$ cat config.mk
export PLATFORM = sky130hd
export DESIGN_NAME = instr_fetch_unit_flat
export DESIGN_NICKNAME = d
export VERILOG_FILES = /design/src/rtl/instr_fetch_unit_if.sv /design/src/rtl/instr_fetch_unit.sv /design/src/flat_wrapper.sv
export SDC_FILE = /design/constraint.sdc
export NUM_CORES = 1
export LEC_CHECK = 0
export BUFFER_PORTS_ARGS = -buffer_cell sky130_fd_sc_hd__buf_2
export CAP_MARGIN = 5
export CELL_PAD_IN_SITES_DETAIL_PLACEMENT = 1
export CELL_PAD_IN_SITES_GLOBAL_PLACEMENT = 2
export CORE_MARGIN = 10
export CORE_UTILIZATION = 25
export CTS_BUF_LIST = sky130_fd_sc_hd__clkbuf_16
export DETAILED_ROUTE_END_ITERATION = 8
export PLACE_DENSITY = 0.8
export SYNTH_ARGS = -nofsm -noshare
export SYNTH_HDL_FRONTEND = slang
export SYNTH_SLANG_ARGS = --single-unit
$ cat constraint.sdc
create_clock -name clk -period 1.8 [get_ports clk]
set_input_delay 0 -clock clk [delete_from_list [all_inputs] [get_ports clk]]
set_output_delay 0 -clock clk [all_outputs]
set_load 0.005 [all_outputs]
$ cat src/rtl/instr_fetch_unit_if.sv
// ---------------------------------------------------------------------------
// instr_fetch_unit_if
//
// Bundles the instruction ROM port, the pipeline control inputs and the
// fetched-instruction outputs of instr_fetch_unit into one interface.
//
// Signals:
//   rom_addr       address presented to the ROM (driven by the fetch unit)
//   rom_data       word returned combinationally by the ROM
//   stall          hold all fetch state for this cycle
//   redirect_valid branch taken in execute
//   redirect_pc    branch target
//   instr          registered fetched instruction
//   instr_pc       address instr was fetched from
//   instr_valid    instr is valid for decode this cycle
//   halted         halt word fetched, fetch frozen
//   fetch_count    count of normal fetches (only with IFU_FETCH_COUNT_EN)
//
// Modports:
//   master  fetch unit side (initiator of ROM reads)
//   slave   ROM / pipeline side
//
// Optional feature macro: IFU_FETCH_COUNT_EN
// ---------------------------------------------------------------------------
interface instr_fetch_unit_if #(
    parameter int ADDR_W  = 10,
    parameter int INSTR_W = 10
);
    logic [ADDR_W-1:0]  rom_addr;
    logic [INSTR_W-1:0] rom_data;
    logic               stall;
    logic               redirect_valid;
    logic [ADDR_W-1:0]  redirect_pc;
    logic [INSTR_W-1:0] instr;
    logic [ADDR_W-1:0]  instr_pc;
    logic               instr_valid;
    logic               halted;
`ifdef IFU_FETCH_COUNT_EN
    logic [15:0]        fetch_count;
`endif

    modport master (
        output rom_addr,
        input  rom_data,
        input  stall,
        input  redirect_valid,
        input  redirect_pc,
        output instr,
        output instr_pc,
        output instr_valid,
`ifdef IFU_FETCH_COUNT_EN
        output fetch_count,
`endif
        output halted
    );

    modport slave (
        input  rom_addr,
        output rom_data,
        output stall,
        output redirect_valid,
        output redirect_pc,
        input  instr,
        input  instr_pc,
        input  instr_valid,
`ifdef IFU_FETCH_COUNT_EN
        input  fetch_count,
`endif
        input  halted
    );
endinterface

$ cat src/rtl/instr_fetch_unit.sv
// ---------------------------------------------------------------------------
// instr_fetch_unit
//
// Initiator side of the instruction ROM interface. Owns the program counter,
// drives the ROM address, and registers the returned word for decode.
// Direct jumps (opcode JUMP_OP in instr[9:6]) are folded locally, branch
// redirects from execute are accepted, and the halt word freezes fetch until
// reset.
//
// Ports:
//   clk    system clock, rising edge
//   reset  synchronous, active-high reset
//   bus    instr_fetch_unit_if.master (ROM port, stall/redirect inputs,
//          instr/instr_pc/instr_valid/halted outputs)
//
// Optional feature macro: IFU_FETCH_COUNT_EN
//   When defined, bus.fetch_count (16 bits) counts normal-fetch edges,
//   saturating at 16'hFFFF.
//
// State table:
//   state | meaning
//   RUN   | fetching; redirect > stall > normal fetch
//   HALT  | halt word fetched; presented once, then frozen until reset
// ---------------------------------------------------------------------------
module instr_fetch_unit #(
    parameter int                   ADDR_W    = 10,
    parameter int                   INSTR_W   = 10,
    parameter logic [ADDR_W-1:0]    RESET_PC  = '0,
    parameter logic [INSTR_W-1:0]   HALT_WORD = 10'b0010000010,
    parameter logic [3:0]           JUMP_OP   = 4'b1000
) (
    input  logic                    clk,
    input  logic                    reset,
    instr_fetch_unit_if.master      bus
);

    typedef enum logic {
        RUN  = 1'b0,
        HALT = 1'b1
    } state_t;

    state_t             state, state_n;
    logic [ADDR_W-1:0]  pc, pc_n;
    logic [INSTR_W-1:0] instr_q, instr_n;
    logic [ADDR_W-1:0]  instr_pc_q, instr_pc_n;
    logic               valid_q, valid_n;
    logic               halted_q, halted_n;

    logic               is_halt;
    logic               is_jump;
    logic [ADDR_W-1:0]  jump_target;
    logic               fetch_fire;

    assign bus.rom_addr    = pc;
    assign bus.instr       = instr_q;
    assign bus.instr_pc    = instr_pc_q;
    assign bus.instr_valid = valid_q;
    assign bus.halted      = halted_q;

    assign is_halt     = (bus.rom_data == HALT_WORD);
    assign is_jump     = (bus.rom_data[INSTR_W-1 -: 4] == JUMP_OP);
    assign jump_target = {{(ADDR_W-6){1'b0}}, bus.rom_data[5:0]};

    // A normal fetch happens only in RUN with neither redirect nor stall.
    assign fetch_fire  = (state == RUN) && !bus.redirect_valid && !bus.stall;

    always_comb begin
        state_n    = state;
        pc_n       = pc;
        instr_n    = instr_q;
        instr_pc_n = instr_pc_q;
        valid_n    = valid_q;
        halted_n   = halted_q;

        case (state)
            RUN: begin
                if (bus.redirect_valid) begin
                    // Flush: the held instr/instr_pc are no longer valid.
                    pc_n    = bus.redirect_pc;
                    valid_n = 1'b0;
                end else if (!bus.stall) begin
                    instr_n    = bus.rom_data;
                    instr_pc_n = pc;
                    valid_n    = 1'b1;
                    if (is_halt) begin
                        state_n = HALT;
                    end else if (is_jump) begin
                        pc_n = jump_target;
                    end else begin
                        pc_n = pc + ADDR_W'(1);
                    end
                end
            end
            HALT: begin
                // Halt word has been presented for one cycle; freeze.
                valid_n  = 1'b0;
                halted_n = 1'b1;
            end
            default: begin
                state_n = RUN;
            end
        endcase
    end

    always_ff @(posedge clk) begin
        if (reset) begin
            state      <= RUN;
            pc         <= RESET_PC;
            instr_q    <= '0;
            instr_pc_q <= '0;
            valid_q    <= 1'b0;
            halted_q   <= 1'b0;
        end else begin
            state      <= state_n;
            pc         <= pc_n;
            instr_q    <= instr_n;
            instr_pc_q <= instr_pc_n;
            valid_q    <= valid_n;
            halted_q   <= halted_n;
        end
    end

`ifdef IFU_FETCH_COUNT_EN
    logic [15:0] fetch_count_q, fetch_count_n;

    assign bus.fetch_count = fetch_count_q;

    always_comb begin
        fetch_count_n = fetch_count_q;
        if (fetch_fire && (fetch_count_q != 16'hFFFF)) begin
            fetch_count_n = fetch_count_q + 16'd1;
        end
    end

    always_ff @(posedge clk) begin
        if (reset) begin
            fetch_count_q <= '0;
        end else begin
            fetch_count_q <= fetch_count_n;
        end
    end
`else
    // Without the counter, fetch_fire has no consumer.
    logic unused_fetch_fire;
    assign unused_fetch_fire = fetch_fire;
`endif

endmodule

$ cat src/flat_wrapper.sv
// flat-port wrapper written by rule: the top's interface ports become plain ports
module instr_fetch_unit_flat 
#(
    parameter int                   ADDR_W    = 10,
    parameter int                   INSTR_W   = 10,
    parameter logic [ADDR_W-1:0]    RESET_PC  = '0,
    parameter logic [INSTR_W-1:0]   HALT_WORD = 10'b0010000010,
    parameter logic [3:0]           JUMP_OP   = 4'b1000
)
  (clk, reset, bus_rom_addr, bus_rom_data, bus_stall, bus_redirect_valid, bus_redirect_pc, bus_instr, bus_instr_pc, bus_instr_valid, bus_halted);
  instr_fetch_unit_if #(.ADDR_W(ADDR_W), .INSTR_W(INSTR_W)) bus_i ();
  input  logic clk;
  input  logic reset;
  output wire logic [$bits(bus_i.rom_addr)-1:0] bus_rom_addr;
  input wire logic [$bits(bus_i.rom_data)-1:0] bus_rom_data;
  input wire logic [$bits(bus_i.stall)-1:0] bus_stall;
  input wire logic [$bits(bus_i.redirect_valid)-1:0] bus_redirect_valid;
  input wire logic [$bits(bus_i.redirect_pc)-1:0] bus_redirect_pc;
  output wire logic [$bits(bus_i.instr)-1:0] bus_instr;
  output wire logic [$bits(bus_i.instr_pc)-1:0] bus_instr_pc;
  output wire logic [$bits(bus_i.instr_valid)-1:0] bus_instr_valid;
  output wire logic [$bits(bus_i.halted)-1:0] bus_halted;
  assign bus_rom_addr = bus_i.rom_addr;
  assign bus_i.rom_data = bus_rom_data;
  assign bus_i.stall = bus_stall;
  assign bus_i.redirect_valid = bus_redirect_valid;
  assign bus_i.redirect_pc = bus_redirect_pc;
  assign bus_instr = bus_i.instr;
  assign bus_instr_pc = bus_i.instr_pc;
  assign bus_instr_valid = bus_i.instr_valid;
  assign bus_halted = bus_i.halted;
  instr_fetch_unit #(.ADDR_W(ADDR_W), .INSTR_W(INSTR_W), .RESET_PC(RESET_PC), .HALT_WORD(HALT_WORD), .JUMP_OP(JUMP_OP)) u_core (.clk(clk), .reset(reset), .bus(bus_i));
endmodule
* After elaboration in Yosys (flattened, before gate mapping)
Index checks and enable logic that the tools add are counted.
** Storage, ports and cells
- Register bits :: 33
- Output and inout port bits :: 32
** Cells by class
- Add/subtract/negate cells :: 1
- Equality and inequality tests :: 5
- Mux-type cells :: 11
- Bitwise gates (word level) :: 3
- Reductions and logical operators :: 2
** Operators with widths (count)
- 10-bit two-way mux :: 4
- 10-bit by 1-bit adder with 10-bit output (second input constant) :: 1
- 10-bit by 8-bit equality test with 1-bit output (second input constant) :: 1
- 1-bit two-way mux :: 6
- 3-bit AND reduction :: 2
- 4-bit equality test (second input constant) :: 1
- 3-bit != test (second input constant) :: 1
- 1-bit NOT :: 3
- 2-bit by 1-bit != test with 1-bit output (second input constant) :: 1
- 2-bit != test (second input constant) :: 1
- 1-bit one-hot mux with 2 select lines :: 1

* Longest topological paths before layout
- Word-level depth :: 5
- Depth in mapped cells :: 5

* Least setup slack after synthesis
Ideal clock, no wire load.
- Path type :: flip-flop to flip-flop
- From :: reg u_core.pc[0] (netlist: u_core.bus.rom_addr[0])
- To :: reg u_core.pc[8] (netlist: u_core.bus.rom_addr[8])
- Setup time :: 0.143 ns
- Data arrival time :: 1.224 ns
- Data required time :: 1.657 ns
- Slack :: 0.432 ns
- Stages on the path, launching flop included :: 6
- Buffers on the path :: 0
- Period minus slack after synthesis :: 1.368 ns
- Cells stage by stage :: dfxtp_1 -> ha_1 -> nand2_1 -> o31a_1 -> o21ai_0 -> a311oi_1
** Between the ends
- Cells in the longest elaborated chain, start to end :: 5
** RTL lines
- from (decl) :: RTL line instr_fetch_unit.sv:43 : logic [ADDR_W-1:0] pc, pc_n;
- from (signal assigned) :: RTL line instr_fetch_unit.sv:115 : pc <= pc_n;
- 10-bit by 1-bit adder with 10-bit output :: RTL line instr_fetch_unit.sv:90 : pc_n = pc + ADDR_W'(1);
- 10-bit two-way mux :: RTL line instr_fetch_unit.sv:87 : end else if (is_jump) begin
- 10-bit two-way mux :: RTL line instr_fetch_unit.sv:85 : if (is_halt) begin
- 10-bit two-way mux :: RTL line instr_fetch_unit.sv:81 : end else if (!bus.stall) begin
- 10-bit two-way mux :: RTL line instr_fetch_unit.sv:77 : if (bus.redirect_valid) begin
No other way between the ends. The select of a mux whose other input is x is not followed.
A chain may end at the register's enable or synchronous reset.

* Worst setup path after layout
- From :: in bus_rom_data[2]
- To :: reg u_core.pc[5] (netlist: u_core.bus.rom_addr[5])
** Between the ends
- Cells in the longest elaborated chain, start to end :: 3
** RTL lines
- from (decl) :: RTL line flat_wrapper.sv:15 : input wire logic [$bits(bus_i.rom_data)-1:0] bus_rom_data;
- 10-bit by 8-bit equality test with 1-bit output :: RTL line instr_fetch_unit.sv:60 : assign is_halt = (bus.rom_data == HALT_WORD);
- 2-bit != test (no line)
- 3-bit AND reduction (no line)
No other way between the ends.

==> flow_summary.yaml <==
grt:
  grt.overflow.total: 0
  grt_pass1_wl_mm: 9.29
  grt_pass1_vias: 1773
  grtUsageTotal: 0.115
  grt_max_degree: 28
  antenna_found_initial: 0
final_layout:
  post-route-util: 0.360
  nets: 290
  n_antenna_cell: 0
  syn_to_final_growth_pct: 37.8
  final_cell_mix: "55 x buf_2, 52 x nand2_1, 33 x dfxtp_1"
  nFillCells: 737
  layout_commonest_cell: "buf_2"
  drive_above_1_share: 0.297
clock_network:
  cts_sinks: 33
  clk_root_buffer_cell: "clkbuf_16"
  clockBufferDepth: 2
  cts_tree: "built"
  clk_latency_ns: 0.28
  cts_max_level: 2
  clk_pin_slew_ns: 0.05
  cts_setup_buffers: 0
  numCtsBuffers: 5
routing:
  vias_per_cell: 4.88
  vias: 1663
  drtIter0Drc: 45
  ant_nets: 0
  drcViolationCount: 0
  firstDrtPassIters: 4
  wl_mm: 5.66
  wire_per_inst_um: 16.6
sta:
  final-setup-viol-count: 0
  fin_ws_ns: 0.146
  period_minus_slack_ns: 1.65
  hold_viol: 0
  fmax_ghz: 0.604
  tightest_slew_ns: 0.673
  fin_crit_sh: 0.919
  slew_violations: 0
  maxSlewHeadroom: 0.550
  fin_tns_setup_ns: 0
  clock_skew_ns: 0.00586
synthesis:
  synth_fp_nets: 227
  synth.area.mux_share: 0.0200
  yosys.area_share.simple: 0.245
  synth_top_family_by_area: "simple AND/OR/NAND/NOR gates"
  synth_top_cells_by_area: "dfxtp_1 42%, nand2_1 12%, a21oi_1 10%, a311oi_1 3.4%, clkbuf_1 2.4%"
  syn_area_mm2: 0.00156
  synth_ff_type: "dfxtp_1"
  synth-xor-area-share: 0.0168
  synth_seq_cells: 33
  syn_inst: 202
  yosysTopAreaCell: "dfxtp_1"
  synth_edf_count: 0
  synth_compound_area_frac: 0.230
  yosysUniqueCellTypes: 39
  syn_area_per_cell_um2: 7.74
  seq_area_frac_synth: 0.422
  yosys.area.top_type_share: 0.422
  synth_fa_ha_area_frac: 0.00800
  ys_async_sr_fraction: 0
  ys_warn_count: 0
hold_path:
  min_path_cells: 3
  hold_end: "u_core.bus.rom_addr[3]"
  hp-class: "primary input to flop"
  hold_start: "bus_redirect_pc[3]"
critical_path:
  startpoint_type: "primary input"
  crit_fanout: 7
  critical_path_class: "primary input to flop"
  crit-reg2reg-launch: "u_core.bus.rom_addr[0]"
  r2r-end: "u_core.bus.rom_addr[8]"
  worstPathRequired_ns: 1.97
  arrival_ns: 1.82
  r2r_slack_ns: 0.25
  cp-end-kind: "flop"
  reg2regPathDepth: 5
placement:
  dp_hpwl_mm: 4.29
  place_ws_ns: 0.287
  portBuffers: 55
  gp_congestion: 0.806
floorplanning:
  die_x_um: 99.1
  ios: 56
  core_mm2: 0.00599
  fp.dieH_um: 99.1
  dieArea_mm2: 0.00982
  rows: 28
  initial_core_util: 0.261
flow_run:
  max-cap-violations: 0
power_and_ir_drop:
  net-switching-power_mw: 0.483
  power_density_mw_per_mm2: 868
  p_int_mw: 1.39
  vdd_drop_max_mv: 0.332
  p_clk_frac: 0.436
  p_sw_frac: 0.258
  pwr-share-seq: 0.430
  p_leak_nw: 0.923
  combPwrFrac: 0.134
run_status:
  outcome: "complete, no violations"
## cell families (layout without fill, tap and decap cells)
logic type,count (synthesis),in the layout
simple gates,83,83
compound gates,58,58
flops,33,33
buf+inv,21,85
xor+xnor,3,3
mux,3,3
fa+ha+maj,1,1
## cell type report
class,instances,area (um2),area share
Multi-Input combinational cell,148,830,0.385
Sequential cell,33,661,0.306
Clock buffer,5,125,0.0580
Tap cell,75,93.8,0.0435
Timing Repair Buffer,70,403,0.187
Inverter,7,26.3,0.0122
Clock inverter,3,17.5,0.00813
## through the flow
| stage | total power, mW | cell area (um2) | hold slack, ns | instances |
|---|---|---|---|---|
| floorplan | 0.939 | 1560 | 0.136 | 202 |
| global placement | 1.06 | 1940 | 0.267 | 327 |
| detailed placement | 1.06 | 1940 | 0.274 | 327 |
| CTS | 1.89 | 2140 | 0.000410 | 341 |
| global route | 1.97 | 2160 | 0.0224 | 341 |
| finish | 1.87 | 2160 | 0.00392 | 341 |
## registers in the layout (all words and copies together) (netlist names)
name / cells
u_core.bus.instr: 10
u_core.bus.instr_pc: 10
u_core.bus.rom_addr: 10
u_core.bus.halted: 1
u_core.state: 1
u_core.bus.instr_valid: 1
## Yosys cell counts, drive strengths merged, types with 2 or more instances
master,n
nand2b,3
a21oi,32
mux2i,2
buf,4
nor2,10
nor3,4
nand2,52
clkbuf,10
o31ai,2
dfxtp,33
nor4b,3
xnor2,2
a311oi,6
o21ai,6
nor4,2
inv,7
o2111ai,2
nand3,4
## power by group through the flow
stage / Sequential (mW) / Combinational (mW) / Clock, mW
4_1_cts: 0.804 / 0.255 / 0.835
3_3_place_gp: 0.819 / 0.239 / 0
3_5_place_dp: 0.820 / 0.241 / 0
5_1_grt: 0.811 / 0.283 / 0.875
6_report: 0.804 / 0.251 / 0.816
2_1_floorplan: 0.814 / 0.125 / 0
## worst max-delay path: stages
cell and delay [ns]:
dlygate4sd3_1 0.53, buf_2 0.14, nor4b_1 0.38, and3_2 0.32, nor2_1 0.17, a32o_1 0.27
## how the worst max path moves through the flow
| stage | start | to | cells after the start |
|---|---|---|---|
| finish | bus_rom_data[2] | u_core.bus.rom_addr[5] | 6 |
| global route | bus_rom_data[2] | u_core.bus.rom_addr[2] | 6 |
| CTS | bus_rom_data[3] | u_core.bus.rom_addr[5] | 6 |
| detailed placement | u_core.bus.rom_addr[2] | u_core.bus.rom_addr[8] | 4 |
| global placement | u_core.bus.rom_addr[3] | u_core.bus.rom_addr[8] | 4 |
| floorplan | u_core.bus.rom_addr[0] | u_core.bus.rom_addr[8] | 5 |
## metal layers
| layer | routed length [um] | vias up | track usage | part of all wire |
|---|---|---|---|---|
| met5 | 0 | - | 0 | 0 |
| met4 | 57 | 0 | 0.0331 | 0.010 |
| met3 | 368 | 5 | 0.0388 | 0.065 |
| met2 | 2600 | 50 | 0.186 | 0.46 |
| met1 | 2640 | 778 | 0.142 | 0.47 |
| li1 | - | 830 | - | - |
## timing repair
item                                    in CTS  in global routing
gates resized for setup                      0                  2
hold buffers                                 6                  0
endpoints found under the hold margin        6                  0
endpoints found under the setup margin       0                 10
(Power assumes the default switching activity.)
